[config.mk]
export PLATFORM = sky130hd
export DESIGN_NAME = snake_dir_input_flat
export DESIGN_NICKNAME = d
export VERILOG_FILES = /design/src/rtl/snake_dir_input_if.sv /design/src/rtl/snake_dir_input.sv /design/src/flat_wrapper.sv
export SDC_FILE = /design/constraint.sdc
export NUM_CORES = 1
export LEC_CHECK = 0
export CORE_MARGIN = 4
export CORE_UTILIZATION = 55
export CTS_CLUSTER_DIAMETER = 100
export DETAILED_ROUTE_END_ITERATION = 16
export MAX_ROUTING_LAYER = met4
export PLACE_DENSITY = 0.71
export SLEW_MARGIN = 15
export SYNTH_ARGS = -nofsm -noshare
export SYNTH_HDL_FRONTEND = slang
export SYNTH_SLANG_ARGS = --single-unit
[constraint.sdc]
create_clock -name clk -period 2.44 [get_ports clk]
set_input_delay 0.244 -clock clk [delete_from_list [all_inputs] [get_ports clk]]
set_output_delay 0.244 -clock clk [all_outputs]
set_load 0.02 [all_outputs]
[src/rtl/snake_dir_input_if.sv]
// Button/direction bundle between the board inputs,
// the direction stage and the game logic.
interface snake_dir_input_if;
    logic       btnu;
    logic       btnd;
    logic       btnl;
    logic       btnr;
    logic       move_tick;
    logic [1:0] direction;
    logic [1:0] next_direction;
    logic [3:0] btn_state;
    logic       press_accepted;

    modport master (
        output btnu, btnd, btnl, btnr, move_tick,
        input  direction, next_direction,
        input  btn_state, press_accepted
    );

    modport slave (
        input  btnu, btnd, btnl, btnr, move_tick,
        output direction, next_direction,
        output btn_state, press_accepted
    );
endinterface

[src/rtl/snake_dir_input.sv]
// Snake button conditioning: sync, debounce, press
// arbitration, reversal guard and tick-aligned commit.
module snake_dir_input #(
    parameter int DEBOUNCE_CYCLES = 500000,
    parameter int CNT_W           = 20
) (
    input  logic              clk,
    input  logic              rst,
    snake_dir_input_if.slave  bus
);

    localparam logic [CNT_W-1:0] LP_LAST =
        CNT_W'(DEBOUNCE_CYCLES - 1);

    localparam logic [1:0] LP_LEFT  = 2'd0;
    localparam logic [1:0] LP_RIGHT = 2'd1;
    localparam logic [1:0] LP_UP    = 2'd2;
    localparam logic [1:0] LP_DOWN  = 2'd3;

    // bit order {u,d,l,r}
    logic [3:0]       w_raw;
    logic [3:0]       r_sync1;
    logic [3:0]       r_sync2;
    logic [3:0]       r_stable;
    logic [3:0]       r_stable_d;
    logic [CNT_W-1:0] r_cnt [4];
    logic [1:0]       r_dir;
    logic [1:0]       r_next;
    logic             r_pa;

    logic [3:0]       w_rise;
    logic             w_cand_vld;
    logic [1:0]       w_cand;
    logic [1:0]       w_ref;
    logic             w_accept;

    assign w_raw = {bus.btnu, bus.btnd, bus.btnl, bus.btnr};

    // two-flop synchroniser for the asynchronous buttons
    always_ff @(posedge clk or negedge rst) begin
        if (!rst) begin
            r_sync1 <= '0;
            r_sync2 <= '0;
        end else begin
            r_sync1 <= w_raw;
            r_sync2 <= r_sync1;
        end
    end

    // per-button debounce: a new level must persist a full count
    always_ff @(posedge clk or negedge rst) begin
        if (!rst) begin
            r_stable <= '0;
            for (int i = 0; i < 4; i++) r_cnt[i] <= '0;
        end else begin
            for (int i = 0; i < 4; i++) begin
                if (r_sync2[i] == r_stable[i]) begin
                    r_cnt[i] <= '0;
                end else if (r_cnt[i] == LP_LAST) begin
                    r_stable[i] <= r_sync2[i];
                    r_cnt[i]    <= '0;
                end else begin
                    r_cnt[i] <= r_cnt[i] + 1'b1;
                end
            end
        end
    end

    assign w_rise = r_stable & ~r_stable_d;

    // simultaneous presses: right > left > up > down, losers dropped
    always_comb begin
        w_cand_vld = 1'b1;
        w_cand     = LP_RIGHT;
        if (w_rise[0])      w_cand = LP_RIGHT;
        else if (w_rise[1]) w_cand = LP_LEFT;
        else if (w_rise[3]) w_cand = LP_UP;
        else if (w_rise[2]) w_cand = LP_DOWN;
        else                w_cand_vld = 1'b0;
    end

    // on a tick the pending direction is what is about to be live
    assign w_ref    = bus.move_tick ? r_next : r_dir;
    assign w_accept = w_cand_vld && (w_cand != (w_ref ^ 2'b01));

    // edge history, pending update and commit on the game tick
    always_ff @(posedge clk or negedge rst) begin
        if (!rst) begin
            r_stable_d <= '0;
            r_pa       <= 1'b0;
            r_next     <= LP_RIGHT;
            r_dir      <= LP_RIGHT;
        end else begin
            r_stable_d <= r_stable;
            r_pa       <= w_accept;
            if (w_accept)      r_next <= w_cand;
            if (bus.move_tick) r_dir  <= r_next;
        end
    end

    assign bus.direction      = r_dir;
    assign bus.next_direction = r_next;
    assign bus.btn_state      = r_stable;
    assign bus.press_accepted = r_pa;

endmodule

[src/flat_wrapper.sv]
// flat-port wrapper written by rule: the top's interface ports become plain ports
module snake_dir_input_flat 
#(
    parameter int DEBOUNCE_CYCLES = 500000,
    parameter int CNT_W           = 20
)
  (clk, rst, bus_btnu, bus_btnd, bus_btnl, bus_btnr, bus_move_tick, bus_direction, bus_next_direction, bus_btn_state, bus_press_accepted);
  snake_dir_input_if bus_i ();
  input  logic clk;
  input  logic rst;
  input wire logic [$bits(bus_i.btnu)-1:0] bus_btnu;
  input wire logic [$bits(bus_i.btnd)-1:0] bus_btnd;
  input wire logic [$bits(bus_i.btnl)-1:0] bus_btnl;
  input wire logic [$bits(bus_i.btnr)-1:0] bus_btnr;
  input wire logic [$bits(bus_i.move_tick)-1:0] bus_move_tick;
  output wire logic [$bits(bus_i.direction)-1:0] bus_direction;
  output wire logic [$bits(bus_i.next_direction)-1:0] bus_next_direction;
  output wire logic [$bits(bus_i.btn_state)-1:0] bus_btn_state;
  output wire logic [$bits(bus_i.press_accepted)-1:0] bus_press_accepted;
  assign bus_i.btnu = bus_btnu;
  assign bus_i.btnd = bus_btnd;
  assign bus_i.btnl = bus_btnl;
  assign bus_i.btnr = bus_btnr;
  assign bus_i.move_tick = bus_move_tick;
  assign bus_direction = bus_i.direction;
  assign bus_next_direction = bus_i.next_direction;
  assign bus_btn_state = bus_i.btn_state;
  assign bus_press_accepted = bus_i.press_accepted;
  snake_dir_input #(.DEBOUNCE_CYCLES(DEBOUNCE_CYCLES), .CNT_W(CNT_W)) u_core (.clk(clk), .rst(rst), .bus(bus_i));
endmodule
==> results of run 1 <==
-- placed cells by master (no fill, tap or decap), drive strengths merged --
cell	synthesis	layout
dfrtp	99	99
nor2	98	98
xnor2	42	42
xor2	36	36
nand2	31	31
nand3	30	30
nand4	18	18
nor3	16	16
clkdlybuf4s50	0	14
inv	13	14
nor4	11	11
clkbuf	0	9
and3	8	8
or2	5	5
mux2	4	4
ha	4	4
nor4b	3	3
a21oi	3	3
bufinv	0	3
clkinv	0	3
buf	9	3
and4	2	2
nor2b	2	2
nand2b	2	2
o21ai	2	2
dfstp	2	2
or4	2	2
mux2i	1	1
or4b	1	1
nor4bb	1	1
and2	1	1
o21a	1	1
a21boi	1	1
a31oi	1	1
a21o	1	1
a211o	1	1
dlygate4sd3	0	1
-- per-stage QoR --
stage          utilization [%]  hold slack, ns  worst slack (ns)
2_1_floorplan                -        -0.05159            0.7536
3_3_place_gp             59.34         0.09089            0.5062
3_5_place_dp             59.34         0.09582            0.4373
4_1_cts                  62.45          0.2366            0.4089
5_1_grt                  62.45          0.2326            0.2508
6_report                 62.45          0.2512            0.4281
-- sequential cells by signal (all words and copies together) (netlist names) --
| signal | flops |
|---|---|
| u_core.bus.press_accepted | 1 |
| u_core.bus.btn_state | 4 |
| u_core.r_stable_d | 4 |
| u_core.bus.next_direction | 2 |
| u_core.r_sync1 | 4 |
| u_core.bus.direction | 2 |
| u_core.r_sync2 | 4 |
| u_core.r_cnt | 80 |
-- routing by layer --
metal  global-route usage, %  share of wire (%)  vias up
met5                       -                  0        -
met4                   4.412                1.2        0
met3                   4.628                3.0        7
met2                   27.55                 47       44
met1                   25.30                 49     1515
li1                        -                  -     1533
-- power by group through the flow --
| stage | combinational, W | sequential [W] | clock (W) |
|---|---|---|---|
| after global placement | 0.000103 | 0.00175 | 0 |
| final | 0.000103 | 0.00172 | 0.00126 |
| after global routing | 0.000122 | 0.00172 | 0.00137 |
| after CTS | 0.000108 | 0.00172 | 0.00129 |
| after floorplan | 0.0000540 | 0.00174 | 0 |
| after detailed placement | 0.000106 | 0.00175 | 0 |
-- final cells by class --
| cell class | instances | area (um^2) |
|---|---|---|
| clock buffers | 9 | 123.9 |
| clock inverters | 7 | 121.4 |
| fillers | 656 | 3085 |
| inverters | 13 | 48.80 |
| multi-input cells | 328 | 1991 |
| flip-flops and latches | 101 | 2530 |
| well taps | 105 | 131.4 |
| repair buffers | 18 | 185.2 |
-- critical path: stages, from the launching register on --
cell	delay [ns]
dfrtp_1	0.45
or4b_1	0.54
nor4_1	0.35
or2_2	0.44
nor2_1	0.11
-- cell families after synthesis --
| family | after synthesis | synth area share, % |
|---|---|---|
| XOR/XNOR | 78 | 14.75 |
| AND/OR/NAND/NOR | 231 | 24.62 |
| multiplexers | 5 | 1.189 |
| flip-flops | 101 | 54.63 |
| adder cells (fa/ha/maj) | 4 | 1.081 |
| buffers and inverters | 22 | 2.378 |
| AO/OA/AOI/OAI | 10 | 1.351 |
-- final timing paths --
check / from / endpoint / slack [ns] / depth (start not counted)
min reg2reg: u_core.r_sync1[0] / u_core.r_sync2[0] / 0.36 / 0
max: u_core.r_cnt[31] / u_core.r_cnt[24] / 0.43 / 4
min: rst / u_core.r_cnt[37] / 0.25 / 2
min in group clk: bus_btnd / u_core.r_sync1[2] / 0.31 / 1
max reg2reg: u_core.r_cnt[31] / u_core.r_cnt[24] / 0.43 / 4
max in group asynchronous: rst / u_core.bus.direction[0] / 1.46 / 3
==> impl_results.md, run 1 <==
- Status: finished, final reports clean
- Width of the die: 99.76 um
- Top_reg_cell synth: dfrtp_1
- Dpl cells: between 500 and 600
- Sum Neg Setup Slack: 0 ns
- Seq pwr share: a little under three fifths
- Die area: ~10000 um^2
- Final net count: 482
- Flops & latches, synth: between 100 and 150
- Yosys warnings: 0
- DR iter-0 viols: approximately 120
- TritonRoute pass-1 iters: 4
- Largest net degree at the start of global routing: ~90
- Hold Vio Cnt, Final: 0
- Net switching power: ~0.00067 W
- Power Internal: between 0.002 and 0.0025 W
- Highest clock rate: about 0.50 GHz
- Via count: between 3000 and 4000
- Register area share after synthesis: between 50 and 60%
- Clock-pin slew on the worst setup and hold paths: 0.10 ns
- Cell taking the most area after synthesis: dfrtp_1
- Placed instance area: 4876 um^2
- Netlist cell types: 40
- Gr usage total: 18.36%
- Hold Path Class: in2async
- DP HPWL: between 5000 and 6000 um
- # DRC: 0
- Final Slew Violations: 0
- First-pass GRT wire length: 14390 um
- Post-synth EDFFs: 0
- Worst setup EP type: flip-flop
- Setup Viol. Count Final: 0
- Post-Syn Instances: 451
- Max Cap Viol: 0
- Clk Latency, worst-skew pair: roughly 0.36 ns
- Share of post-route cells with drive strength above 1: a little over 8%
- Slew headroom: ~57%
- Post-synth ARST share: 100.0%
- Top cells by area, synth: dfrtp_1, xnor2_1, nor2_1
- Starting density of the core: a little under three fifths
- Post-CTS Setup Bufs: 0
- RSZ-0062 raised after global routing: no
- Final worst-path cycle share: between 80 and 90%
- Clock power frac: slightly above 40%
- CTS resizes: 0
- Core Area: just over 8000 um^2
- Comb pwr share: under 10%
- Post-Syn Area: 4631 um^2
- Grt total ovfl: 0
- Arr. time, crit path: between 2 and 2.5 ns
- Pwr dens: about 600 nW/um^2
- Vias in the first global route: ~3100
- Peak VDD IR: between 0.4 and 0.5 mV
- Layout overhead on the synthesized area: 10.81%
- CP Launch Type: flip-flop
- Wire per inst: roughly 13 um
- I/O pins: 16
- Cell area after layout: 5131 um^2
- CTS tree: done
- Die Span Y: around 100 um
- Vias per cell: about 5.3
- # hold bufs at CTS: 1
- Max Fanout on Critical Path: 20
- Mean Syn Cell Area: slightly above 10 um^2
- Num rows: 33
- Mapped Nets: ~460
- CP required: roughly 2.7 ns
- Gp weighted congestion: 0.8272
- Top-count cell post-synth: dfrtp_1
- Non-Filler Instances: approximately 580
- WL final: between 7000 and 8000 um
- Slew @ Worst Pin: 0.6402 ns
- Initial antenna violation count: 0
- Synth top area share: between 50% and 60%
- Leakage power: between 2 and 2.5 nW
- Setup Skew: 0.005986 ns
- CTS sink cnt: 101
- PnR Total Power: 0.003081 W
- H-Tree Depth: 3
- CTS Buf Count: 9
- Sw frac: 21.63%
- Root Buffer: clkbuf_8
- Antenna diode count: 0
- Critical path class: reg2reg
- Number of port buffers: 15
- Maximum buffer depth of the clock tree: 2
- Minimum clock period: around 2.0 ns
- Detail Route Antenna Nets: 0
- List of most frequent post-synthesis cells: dfrtp_1, nor2_1, xnor2_1
Power figures use the tool's default switching activity.
==> run 2, diff against run 1 <==
--- a/config.mk
+++ b/config.mk
@@ -10,7 +10,7 @@
 export CTS_CLUSTER_DIAMETER = 100
 export DETAILED_ROUTE_END_ITERATION = 16
 export MAX_ROUTING_LAYER = met4
-export PLACE_DENSITY = 0.71
+export PLACE_DENSITY = 0.74
 export SLEW_MARGIN = 15
 export SYNTH_ARGS = -nofsm -noshare
 export SYNTH_HDL_FRONTEND = slang
==> constraint.sdc (replaced) <==
create_clock -name clk -period 1.7 [get_ports clk]
set_input_delay 0.17 -clock clk [delete_from_list [all_inputs] [get_ports clk]]
set_output_delay 0.17 -clock clk [all_outputs]
set_load 0.02 [all_outputs]
==> run 2 against run 1 <==
The flow now finishes with violations (setup timing). Maximum frequency increased by 15%. Critical path type unchanged. Non-clock buffer count increased by 66. Critical endpoint is now u_core.bus.btn_state[3]. Largest cell class unchanged. Final cell count grew 11%. Clock power is 17% higher. Via count is 10% higher. Utilization up 10 points. Highest routed layer unchanged. Register-to-register slack worse by 0.48 ns.
==> impl_results.md, run 2 (same netlist as run 1, synthesis figures left out) <==
- Status: complete, but fails checks
- Violated checks: setup timing
- Slew headroom: approximately three quarters
- I/O pins: 16
- DR iter-0 viols: 147
- Leakage power: 2.549 nW
- Critical Path, Cell by Cell: or4_4 > nor4_4 > buf_4 > mux2_2
- Final setup margin: -0.05436 ns
- WL final: 9272 um
- Gr usage total: 19.63%
- Fillers: 568
- CP required: a little under 2 ns
- Seq pwr share: roughly three fifths
- Clock-pin slew on the worst setup and hold paths: around 0.10 ns
- Via count: approximately 3400
- Antenna diode count: 0
- Critical path's largest stage delay: approximately 0.54 ns
- CTS sink cnt: 101
- Setup Skew: between 0.01 and 0.015 ns
- Sw frac: between 20% and 30%
- Final net count: roughly 550
- CP Launch Type: flip-flop
- Comb pwr share: around 5.7%
- Detail Route Antenna Nets: 0
- Max Fanout on Critical Path: 2
- RSZ-0062 raised after global routing: yes
- Area of the multi-input gates: 2277 um^2
- Initial antenna violation count: 0
- Clock power frac: 35.3%
- CTS tree: done
- Width of the die: 99.76 um
- Critical path class: reg2reg
- Layout overhead on the synthesized area: 28.53%
- Pwr dens: between 700 and 800 nW/um^2
- Worst setup EP type: flip-flop
- Top Family by Delay on Critical Path: simple AND/OR/NAND/NOR gates
- Slowest CP cell: or4_4
- Minimum clock period: 1.754 ns
- Max Cap Viol: 0
- Root Buffer: clkbuf_8
- Peak VDD IR: between 0.5 and 0.6 mV
- Vias per cell: approximately 5.3
- Die area: 9951 um^2
- Maximum buffer depth of the clock tree: 2
- Power Internal: between 0.003 and 0.004 W
- Max FFs per register: 80
- Final worst-path cycle share: 103.2%
- Cell area after layout: between 5000 and 6000 um^2
- Number of port buffers: 15
- H-Tree Depth: 3
- CTS Buf Count: 9
- Final Slew Violations: 0
- Register area: 2531 um^2
- First-pass GRT wire length: 15350 um
- Slew @ Worst Pin: 0.3475 ns
- Grt total ovfl: 0
- TritonRoute pass-1 iters: 4
- Buf/Inv on CP: 1
- DP HPWL: ~5900 um
- Most common cell after layout, fill and taps aside: dfrtp_1
- Largest net degree at the start of global routing: 55
- Hold Vio Cnt, Final: 0
- Util after Layout: roughly 72%
- Highest clock rate: between 0.5 and 0.6 GHz
- # DRC: 0
- Wire per inst: approximately 14 um
- Core Area: between 8000 and 9000 um^2
- Placed instance area: roughly 5300 um^2
- Net switching power: 0.001000 W
- Die Span Y: ~100 um
- Highest-count cells in the layout ignoring fill and taps: dfrtp_1, nor2_1, buf_4
- Starting density of the core: a little under three fifths
- Clk Latency, worst-skew pair: about 0.36 ns
- Arr. time, crit path: about 2.0 ns
- Num rows: 33
- Vias in the first global route: around 3300
- Setup Viol. Count Final: 35
- Biggest register: u_core.r_cnt
- Gp weighted congestion: 0.7956
- Hold Path Class: in2async
- Share of post-route cells with drive strength above 1: 28.23%
[run 2: final timing paths]
check	startpoint	endpoint	slack, ns	depth (start not counted)
max	u_core.r_cnt[12]	u_core.bus.btn_state[3]	-0.05	4
min	rst	u_core.r_cnt[37]	0.23	2
max reg2reg	u_core.r_cnt[12]	u_core.bus.btn_state[3]	-0.05	4
min reg2reg	u_core.r_sync1[0]	u_core.r_sync2[0]	0.36	0
max in group asynchronous	rst	u_core.r_cnt[13]	0.82	3
min in group clk	bus_btnd	u_core.r_sync1[2]	0.24	1
[run 2: final cells by class]
type | count | share of cell area [%]
clock buffers | 11 | 2.544
clock inverters | 5 | 0.7147
inverters | 13 | 0.8198
multi-input cells | 328 | 38.26
flip-flops and latches | 101 | 42.53
well taps | 105 | 2.207
repair buffers | 84 | 12.93
[run 2: metrics by stage]
stage / hold WS, ns / setup TNS (ns) / setup WS [ns] / instances / total power, W
after floorplan: -0.1256 / 0 / 0.01357 / 451 / 0.002582
after global placement: 0.07019 / -2.444 / -0.09180 / 613 / 0.002700
after detailed placement: 0.07150 / -4.115 / -0.1155 / 613 / 0.002706
after CTS: 0.2217 / -0.6753 / -0.05258 / 633 / 0.004170
after global routing: 0.2165 / -3.284 / -0.1163 / 647 / 0.004339
final: 0.2298 / -0.8947 / -0.05436 / 647 / 0.004167
[run 2: timing repair]
| action | in CTS | in global routing |
|---|---|---|
| buffers inserted | 3 | 13 |
| hold buffers | 1 | 0 |
| gates resized for setup | 9 | 65 |
| endpoints found under the setup margin | 43 | 84 |
| cloned | 0 | 1 |
| pin swaps | 1 | 23 |
| endpoints found under the hold margin | 19 | 0 |
[run 2: power groups by stage]
stage / combinational, W / sequential (W) / clock, W
after floorplan: 0.0000775 / 0.00250 / 0
after global placement: 0.000197 / 0.00250 / 0
after detailed placement: 0.000201 / 0.00250 / 0
after CTS: 0.000207 / 0.00246 / 0.00150
after global routing: 0.000268 / 0.00246 / 0.00161
final: 0.000238 / 0.00246 / 0.00147
[run 2: layer usage]
| metal | share of wire [%] | routed length, um | up-vias | track usage (%) |
|---|---|---|---|---|
| met4 | 1.1 | 100 | 0 | 4.727 |
| met1 | 45 | 4148 | 1706 | 26.12 |
| li1 | - | - | 1671 | - |
| met5 | 0 | 0 | - | - |
| met2 | 52 | 4841 | 38 | 31.30 |
| met3 | 1.9 | 180 | 7 | 3.787 |
